`src/rtl/mine_place_ctrl.sv`:
```
// ---------------------------------------------------------------------------
// mine_place_ctrl : places bombs on the 8x8 map (LFSR draws, then linear scan)
// Optional macro: MINE_SEED_FREERUN_EN (LFSR free-runs in IDLE). Rev 1.0
// ---------------------------------------------------------------------------
`default_nettype none

module mine_place_ctrl #(
  parameter int          MAX_BOMBS    = 40,
  parameter int          MAX_TRIES    = 512,
  parameter logic [15:0] DEFAULT_SEED = 16'hACE1
) (
  input  logic        clk,
  input  logic        reset,
  input  logic        start,
  input  logic [5:0]  bomb_count,
  input  logic [15:0] seed,
  input  logic        excl_en,
  input  logic [2:0]  excl_row,
  input  logic [2:0]  excl_col,
  output logic        busy,
  output logic        done,
  output logic [63:0] bomb_map,
  output logic [5:0]  placed_count
);

  localparam int          TW         = $clog2(MAX_TRIES) + 1;
  localparam logic [TW-1:0] TRIES_LAST = TW'(MAX_TRIES - 1);
  localparam logic [5:0]  MAX_B      = 6'(MAX_BOMBS);
  localparam logic [15:0] TAPS       = 16'hB400;

  typedef enum logic [2:0] {
    S_IDLE  = 3'd0,
    S_CLEAR = 3'd1,
    S_DRAW  = 3'd2,
    S_SCAN  = 3'd3,
    S_DONE  = 3'd4
  } state_t;

  state_t        state;
  logic [15:0]   lfsr;
  logic [TW-1:0] tries;
  logic [5:0]    idx;
  logic [5:0]    target;
  logic [15:0]   seed_q;
  logic          excl_en_q;
  logic [5:0]    excl_cell;

  logic [15:0] lfsr_next;
  logic [15:0] seed_mix;
  logic [15:0] seed_load;
  logic [5:0]  cand;
  logic        accept;
  logic [5:0]  placed_next;
  logic        hit;

  // Right-shifting Galois form of x^16+x^14+x^13+x^11+1
  assign lfsr_next = {1'b0, lfsr[15:1]} ^ (lfsr[0] ? TAPS : 16'h0000);

`ifdef MINE_SEED_FREERUN_EN
  assign seed_mix = lfsr ^ seed_q;
`else
  assign seed_mix = seed_q;
`endif
  assign seed_load = (seed_mix == 16'h0000) ? DEFAULT_SEED : seed_mix;

  assign cand        = (state == S_SCAN) ? idx : lfsr[5:0];
  assign accept      = !bomb_map[cand] && !(excl_en_q && (cand == excl_cell));
  assign placed_next = placed_count + {5'd0, accept};
  assign hit         = accept && (placed_next == target);

  always_ff @(posedge clk or negedge reset) begin
    if (!reset) begin
      state        <= S_IDLE;
      busy         <= 1'b0;
      done         <= 1'b0;
      bomb_map     <= 64'd0;
      placed_count <= 6'd0;
      lfsr         <= DEFAULT_SEED;
      tries        <= '0;
      idx          <= 6'd0;
      target       <= 6'd0;
      seed_q       <= 16'h0000;
      excl_en_q    <= 1'b0;
      excl_cell    <= 6'd0;
    end else begin
      done <= 1'b0;
      case (state)
        S_IDLE: begin
`ifdef MINE_SEED_FREERUN_EN
          lfsr <= lfsr_next;
`endif
          if (start) begin
            target    <= (bomb_count > MAX_B) ? MAX_B : bomb_count;
            seed_q    <= seed;
            excl_en_q <= excl_en;
            excl_cell <= {excl_row, excl_col};
            busy      <= 1'b1;
            state     <= S_CLEAR;
          end
        end
        S_CLEAR: begin
          bomb_map     <= 64'd0;
          placed_count <= 6'd0;
          tries        <= '0;
          idx          <= 6'd0;
          lfsr         <= seed_load;
          state        <= (target == 6'd0) ? S_DONE : S_DRAW;
        end
        S_DRAW: begin
          lfsr  <= lfsr_next;
          tries <= tries + 1'b1;
          if (accept) begin
            bomb_map[cand] <= 1'b1;
            placed_count   <= placed_next;
          end
          if (hit)
            state <= S_DONE;
          else if (tries == TRIES_LAST)
            state <= S_SCAN;
        end
        S_SCAN: begin
          idx <= idx + 6'd1;
          if (accept) begin
            bomb_map[cand] <= 1'b1;
            placed_count   <= placed_next;
          end
          // Running off the end cannot happen for legal targets; still terminate
          if (hit || (idx == 6'd63))
            state <= S_DONE;
        end
        S_DONE: begin
          done  <= 1'b1;
          busy  <= 1'b0;
          state <= S_IDLE;
        end
        default: state <= S_IDLE;
      endcase
    end
  end

endmodule

`default_nettype wire
```
`config.mk`:
```
export PLATFORM = sky130hd
export DESIGN_NAME = mine_place_ctrl
export DESIGN_NICKNAME = d
export VERILOG_FILES = /design/src/rtl/mine_place_ctrl.sv
export SDC_FILE = /design/constraint.sdc
export NUM_CORES = 1
export LEC_CHECK = 0
export CAP_MARGIN = 20
export CORE_ASPECT_RATIO = 0.8
export CORE_MARGIN = 8
export CORE_UTILIZATION = 50
export CTS_CLUSTER_DIAMETER = 150
export CTS_CLUSTER_SIZE = 28
export DETAILED_ROUTE_END_ITERATION = 8
export GPL_TIMING_DRIVEN = 0
export MAX_ROUTING_LAYER = met4
export PLACE_DENSITY_LB_ADDON = 0.3
export SKIP_CTS_REPAIR_TIMING = 1
export SYNTH_ARGS = -nofsm -noshare
export SYNTH_HDL_FRONTEND = slang
export SYNTH_SLANG_ARGS = --single-unit
```
`constraint.sdc`:
```
create_clock -name clk -period 5.75 [get_ports clk]
set_clock_uncertainty 0.05 [all_clocks]
set_input_delay 0.575 -clock clk [delete_from_list [all_inputs] [get_ports clk]]
set_output_delay 0.575 -clock clk [all_outputs]
set_load 0.05 [all_outputs]
```
Word level (Yosys, flattened, before mapping). Cells that the tools add are included.

Add/subtract/negate cells: 3. Multipliers: 0. Div/mod/pow operators: 0. Order comparisons: 3. Eq/ne operators: 12. Shift operators: 0. Multiplexer cells: 24. Bitwise gates (word level): 2. Reduce and logical (&&, ||, !) cells: 19.

Operators with widths (number): one-hot mux 64 bit (2 select lines) (1); two-way mux 64 bit (1); bitwise OR 64 bit (1); two-way mux 16 bit (2); one-hot mux 16 bit (2 select lines) (1); one-hot mux 6 bit (2 select lines) (2); one-hot mux 10 bit (2 select lines) (1); two-way mux 6 bit (3); zero test 16 bit (1); XOR 15 x 16 -> 16 bit (1); two-way mux 3 bit (5); equality test 6 bit (2); one-hot mux 3 bit (4 select lines) (1); adder 10 x 1 -> 10 bit, second input constant (1); equality test 10 x 9 -> 1 bit, second input constant (1); nonzero test 2 bit (4); < comparator 6 x 7 -> 1 bit, second input constant (1); adder 6 x 1 -> 6 bit (1); adder 6 x 1 -> 6 bit, second input constant (1); binary-select mux 1 bit (select 6 bit) (1); demux 1 bit (select 6 bit) (1); equality test 3 x 2 -> 1 bit, second input constant (2); equality test 6 bit, second input constant (1); greater-or-equal comparator 6 x 1 -> 1 bit, second input constant (1); other kinds (16) (26).

Flip-flop bits (word level): 136. Latch bits: 0. Bits in writable memories: 0. Memory bits (read-only): 0. Input bits: 32. Output and inout bits: 72. Word-level logic and storage cells: 75. Memories kept: 0.

Longest topological paths before layout.
Depth in word-level cells: 12. Depth in mapped cells: 18. Mapped depth without buffers: 14.

Least setup slack after synthesis. OpenSTA, ideal clock, no wires.

Path kind: register -> register. Start point: register state[2]. End point: register state[2]. Arrival time: 3.994 ns. Data required time: 5.606 ns. Setup slack: 1.612 ns. Cell stages (with the launch flop): 17. Buffers on the path: 2. Period minus slack after synthesis: 4.138 ns. Path through: dfrtp_1 -> and3b_1 -> buf_6 -> mux2_4 -> mux2_4 -> a222oi_1 -> nand2b_1 -> o2111ai_2 -> clkbuf_1 -> inv_1 -> ha_1 -> nand3_1 -> or2_2 -> xor2_1 -> xnor2_1 -> or4_4 -> a221oi_2.

Longest elaborated chain between the ends: 12. Elaborated cells between the ends (all ways): 22. Classes of those cells: 1 x add/sub; 8 x eq/ne; 5 x mux; 8 x reduce/logical.

Ends and longest elaborated chain: start, declared (line 39) `state_t state;`; start signal, assigned (line 107) `state <= (target == 6'd0) ? S_DONE : S_DRAW;`; equality test 3 x 2 -> 1 bit (line 66, 87); two-way mux 6 bit (line 66) `assign cand = (state == S_SCAN) ? idx : lfsr[5:0];`; binary-select mux 1 bit (select 6 bit) / equality test 6 bit (equally long branches) (line 67) `assign accept = !bomb_map[cand] && !(excl_en_q && (cand == excl_cell));`; two-way mux 1 bit (not written as such) / logical AND 1 bit (equally long branches) (line 67); zero test 1 bit (line 67); logical AND 1 bit (line 67); adder 6 x 1 -> 6 bit (line 68) `assign placed_next = placed_count + {5'd0, accept};`; equality test 6 bit (line 69) `assign hit = accept && (placed_next == target);`; logical AND 1 bit (line 69); logical OR 1 bit (line 128) `if (hit || (idx == 6'd63))`; inequality test 2 x 1 -> 1 bit (no line); AND reduction 3 bit (no line).

Several ways; a longest one is shown, not always the timed one. The select of a mux whose other input is x is not followed. A chain may end at the register's enable or synchronous reset.

Final worst setup path.
Start point: register lfsr[1]. End point: register state[2].

Longest elaborated chain between the ends: 11. Elaborated cells between the ends (all ways): 17. Classes of those cells: 1 x add/sub; 4 x eq/ne; 5 x mux; 7 x reduce/logical.

Ends and longest elaborated chain: start, declared (line 40) `logic [15:0] lfsr;`; start signal, assigned (line 106) `lfsr <= seed_load;`; start signal, assigned (line 110) `lfsr <= lfsr_next;`; two-way mux 6 bit (*) (line 66); binary-select mux 1 bit (select 6 bit) / equality test 6 bit (equally long branches) (line 67); two-way mux 1 bit (not written as such) / logical AND 1 bit (equally long branches) (line 67); zero test 1 bit (line 67); logical AND 1 bit (*) (line 67); adder 6 x 1 -> 6 bit (line 68); equality test 6 bit (line 69); logical AND 1 bit (*) (line 69); logical OR 1 bit (line 128); inequality test 2 x 1 -> 1 bit (no line); AND reduction 3 bit (no line).

Mark *: on every way between the ends. The rest lies on a longest branch, timed or not. The select of a mux whose other input is x is not followed.

==> flow_metrics.env <==
export IMPL_grt_pass1_wl_mm=43.26
export IMPL_cts_htree_levels=4
export IMPL_post_dp_cell_area_um2=8693
export IMPL_netlist_cell_type_count=69
export IMPL_yosys_register_bits=136
export IMPL_post_route_cells_drive_above_1_share=0.1185
export IMPL_rows=39
export IMPL_max_slew_margin=0.3591
export IMPL_post_synthesis_area_per_instance_um2=9.884
export IMPL_timing_critical_path_fanout_max=10
export IMPL_drv_cap=0
export IMPL_postSynth_asyncResetShare=1.000
export IMPL_drt_pass1_iter_count=6
export IMPL_core_area_um2=14400
export IMPL_groute_usage_overall=0.3036
export IMPL_vias=6911
export IMPL_yosysTopAreaCell="sky130_fd_sc_hd__dfrtp_1"
export IMPL_fmax_mhz=184.7
export IMPL_cts_inserted_buffers=17
export IMPL_wire_per_inst_um=26.10
export IMPL_setup_worst_path_class="reg2reg"
export IMPL_antenna_found_initial=0
export IMPL_cts_tree="yes"
export IMPL_route_detailed_vias_per_inst=6.459
export IMPL_post_route_min_period_ns=5.415
export IMPL_max_stage_delay_ns=0.63
export IMPL_x_dimension_of_the_die_um=152.0
export IMPL_synthesis_yosys_warnings=0
export IMPL_power_per_cell_area_nw_per_um2=594.6
export IMPL_timing_critical_path_arrival_ns=5.69
export IMPL_synth_enable_flop_cells=0
export IMPL_place_port_buffers=103
export IMPL_synth_seq_area_share=0.4610
export IMPL_synthesis_nets=786
export IMPL_detail_route_drc_violations=0
export IMPL_final_setup_viol_count=0
export IMPL_cts_sink_count=136
export IMPL_ir_drop_v=0.0003278
export IMPL_critPathRequiredTime_ns=6.03
export IMPL_post_synthesis_instance_area_um2=7403
export IMPL_syn_inst=749
export IMPL_clock_path_buffers=2
export IMPL_n_fill_cell=1151
export IMPL_number_of_global_route_vias_before_repair=7092
export IMPL_gp_congestion=0.9856
export IMPL_die_area_um2=18980
export IMPL_start_util=0.5143
export IMPL_clk_transition_reported_paths_ns=0.06
export IMPL_startpoint_type="register"
export IMPL_mostFrequentLayoutCells="sky130_fd_sc_hd__dfrtp_1, sky130_fd_sc_hd__clkdlybuf4s50_1, sky130_fd_sc_hd__nand2_1"
export IMPL_totalNegativeSetupSlack_ns=0
export IMPL_wirelength_mm=27.93
export IMPL_grt_overflow=0
export IMPL_diodes=0
export IMPL_commonest_non_fill_non_tap_cell_in_the_layout="sky130_fd_sc_hd__dfrtp_1"
export IMPL_timing_max_transition_violations_final=0
export IMPL_num_nets_final=910
export IMPL_synth_top_cells_by_area="sky130_fd_sc_hd__dfrtp_1, sky130_fd_sc_hd__mux2_2, sky130_fd_sc_hd__nand2_1"
export IMPL_antenna_violating_nets_post_route=0
export IMPL_synth_top_area_share=0.4327
export IMPL_boundaryPins=104
export IMPL_clkLatencyLatePin_ns=0.43
export IMPL_critical_path_cell_chain="buf_2, clkbuf_1, nand2b_1, mux2i_1, a211oi_1, o2111ai_1, o2111ai_1, o2111ai_2, clkbuf_1, inv_1, ha_1, nand3_1, or2_2, xor2_1, xnor2_1, or4_4, a221oi_2"
export IMPL_die_span_in_y_um=124.8
export IMPL_clk_root_buffer_cell="sky130_fd_sc_hd__clkbuf_16"
export IMPL_place_detailed_hpwl_mm=20.28
export IMPL_final_design_area_no_fill_um2=9266
export IMPL_synthFlopType="sky130_fd_sc_hd__dfrtp_1"
export IMPL_unrepaired_setup_endpoints_after_global_routing="false"
export IMPL_worst_pin_slew_ns=0.9571
export IMPL_p_leak_nw=3.774
export IMPL_finalCritPeriodShare=0.9418
export IMPL_slowest_stage="sky130_fd_sc_hd__clkbuf_1"
export IMPL_maximum_number_of_pins_on_one_net_before_global_route_repair=72
export IMPL_critical_path_endpoint_type="register"
export IMPL_drt_initial_drc_count=814
export IMPL_timing_final_hold_violations=0
export IMPL_area_growth_syn_to_layout_pct=25.16
export IMPL_outcome="finished, final reports clean"
export IMPL_hold_path_class="in2async"
[per-layer routing]
layer  up-vias  track usage  share of wire
met5         -            -              0
met4         0      0.09912          0.024
li1       3001            -              -
met1      3471       0.4044           0.45
met3        55      0.07767          0.091
met2       384       0.4440           0.44
[Yosys cell counts (4+ instances only)]
| cell | number |
|---|---|
| sky130_fd_sc_hd__o22ai_1 | 5 |
| sky130_fd_sc_hd__mux4_2 | 6 |
| sky130_fd_sc_hd__nor4_1 | 10 |
| sky130_fd_sc_hd__nand2_1 | 100 |
| sky130_fd_sc_hd__buf_2 | 10 |
| sky130_fd_sc_hd__and3_1 | 4 |
| sky130_fd_sc_hd__a22oi_1 | 15 |
| sky130_fd_sc_hd__mux2i_1 | 36 |
| sky130_fd_sc_hd__nor2_1 | 36 |
| sky130_fd_sc_hd__a32o_1 | 8 |
| sky130_fd_sc_hd__o21a_1 | 25 |
| sky130_fd_sc_hd__a22o_1 | 16 |
| sky130_fd_sc_hd__nand3b_1 | 6 |
| sky130_fd_sc_hd__nor3_1 | 26 |
| sky130_fd_sc_hd__o211ai_1 | 8 |
| sky130_fd_sc_hd__or3_1 | 5 |
| sky130_fd_sc_hd__and2_1 | 4 |
| sky130_fd_sc_hd__or2_2 | 5 |
| sky130_fd_sc_hd__xor2_1 | 8 |
| sky130_fd_sc_hd__nand3_1 | 20 |
| sky130_fd_sc_hd__o21ai_0 | 51 |
| sky130_fd_sc_hd__clkbuf_1 | 37 |
| sky130_fd_sc_hd__nor2b_1 | 5 |
| sky130_fd_sc_hd__mux2_2 | 34 |
| sky130_fd_sc_hd__inv_1 | 11 |
| sky130_fd_sc_hd__dfstp_2 | 8 |
| sky130_fd_sc_hd__dfrtp_1 | 128 |
| sky130_fd_sc_hd__o31ai_1 | 12 |
| sky130_fd_sc_hd__a21oi_1 | 16 |
| sky130_fd_sc_hd__ha_1 | 5 |
| sky130_fd_sc_hd__xnor2_1 | 9 |
| sky130_fd_sc_hd__nand2b_1 | 24 |
[where the power goes]
part           internal, mW  total, mW  leakage, nW  switching [mW]
sequential             1.26       1.55         1.78           0.291
combinational         0.936       2.89         1.73            1.96
clock                 0.611       1.06        0.268           0.450
total                  2.81       5.51         3.77            2.70
[final timing paths]
check                                                end  cells past startpoint                  from  slack [ns]
worst min register to register      tries[6]$_DFFE_PN0P_                      1  tries[6]$_DFFE_PN0P_        0.45
worst min-delay path            seed_mix[14]$_DFFE_PN0P_                      1                 reset        0.08
min in group clk                    tries[6]$_DFFE_PN0P_                      1  tries[6]$_DFFE_PN0P_        0.45
worst max register to register      state[2]$_DFFE_PN0P_                     17   lfsr[1]$_DFFE_PN0P_        0.33
worst max-delay path                state[2]$_DFFE_PN0P_                     17   lfsr[1]$_DFFE_PN0P_        0.33
max in group asynchronous       bomb_map[57]$_DFFE_PN0P_                      2                 reset        4.79
[stage by stage]
step                hold WS (ns)  utilization  total power, mW  cells  setup WS (ns)
global placement          0.4136       0.6019            4.284   1036         -1.046
floorplan                 0.2294            -            3.300    749          1.612
finish                   0.07521       0.6437            5.509   1070         0.3348
detailed placement        0.4204       0.6039            4.356   1037         0.4587
global route              0.1251       0.6437            5.738   1070         0.1426
CTS                       0.1024       0.6432            5.431   1069         0.3546
[logic make-up (layout without fill, tap and decap cells)]
family,Yosys count,after routing,share of synthesized area
and+or+nand+nor,260,260,0.1707
AOI/OAI and AO/OA,190,190,0.1819
DFF,136,136,0.4610
muxes,78,78,0.1227
buffers and inverters,63,200,0.03515
xor gates and xnor gates,17,17,0.02011
adders and majority gates,5,5,0.008450
[state kept, by name, summed over array words and instances, names as in the netlist, 3 cells and up]
signal / count
idx: 6
target: 6
lfsr: 16
bomb_map: 64
tries: 10
excl_cell: 6
placed_count: 6
seed_mix: 16
state: 3
[critical path: cells and delay by family (launching register included)]
kind | cells | cell delay, ns
xor gates and xnor gates | 2 | 0.34
buffers and inverters | 4 | 1.52
adders and majority gates | 1 | 0.22
and+or+nand+nor | 4 | 1.24
muxes | 1 | 0.49
AOI/OAI and AO/OA | 5 | 1.14
DFF | 1 | 0.31
[final cells by class]
| cell class | count | area [um^2] | area share |
|---|---|---|---|
| Clock inverter | 12 | 118.9 | 0.01283 |
| Buffer | 52 | 219.0 | 0.02363 |
| Timing Repair Buffer | 105 | 1067 | 0.1152 |
| Multi-Input combinational cell | 550 | 3730 | 0.4025 |
| Clock buffer | 20 | 446.7 | 0.04820 |
| Sequential cell | 136 | 3413 | 0.3683 |
| Inverter | 11 | 41.29 | 0.004456 |
| Tap cell | 184 | 230.2 | 0.02484 |
Note: power is estimated with default switching activity, not from simulation.
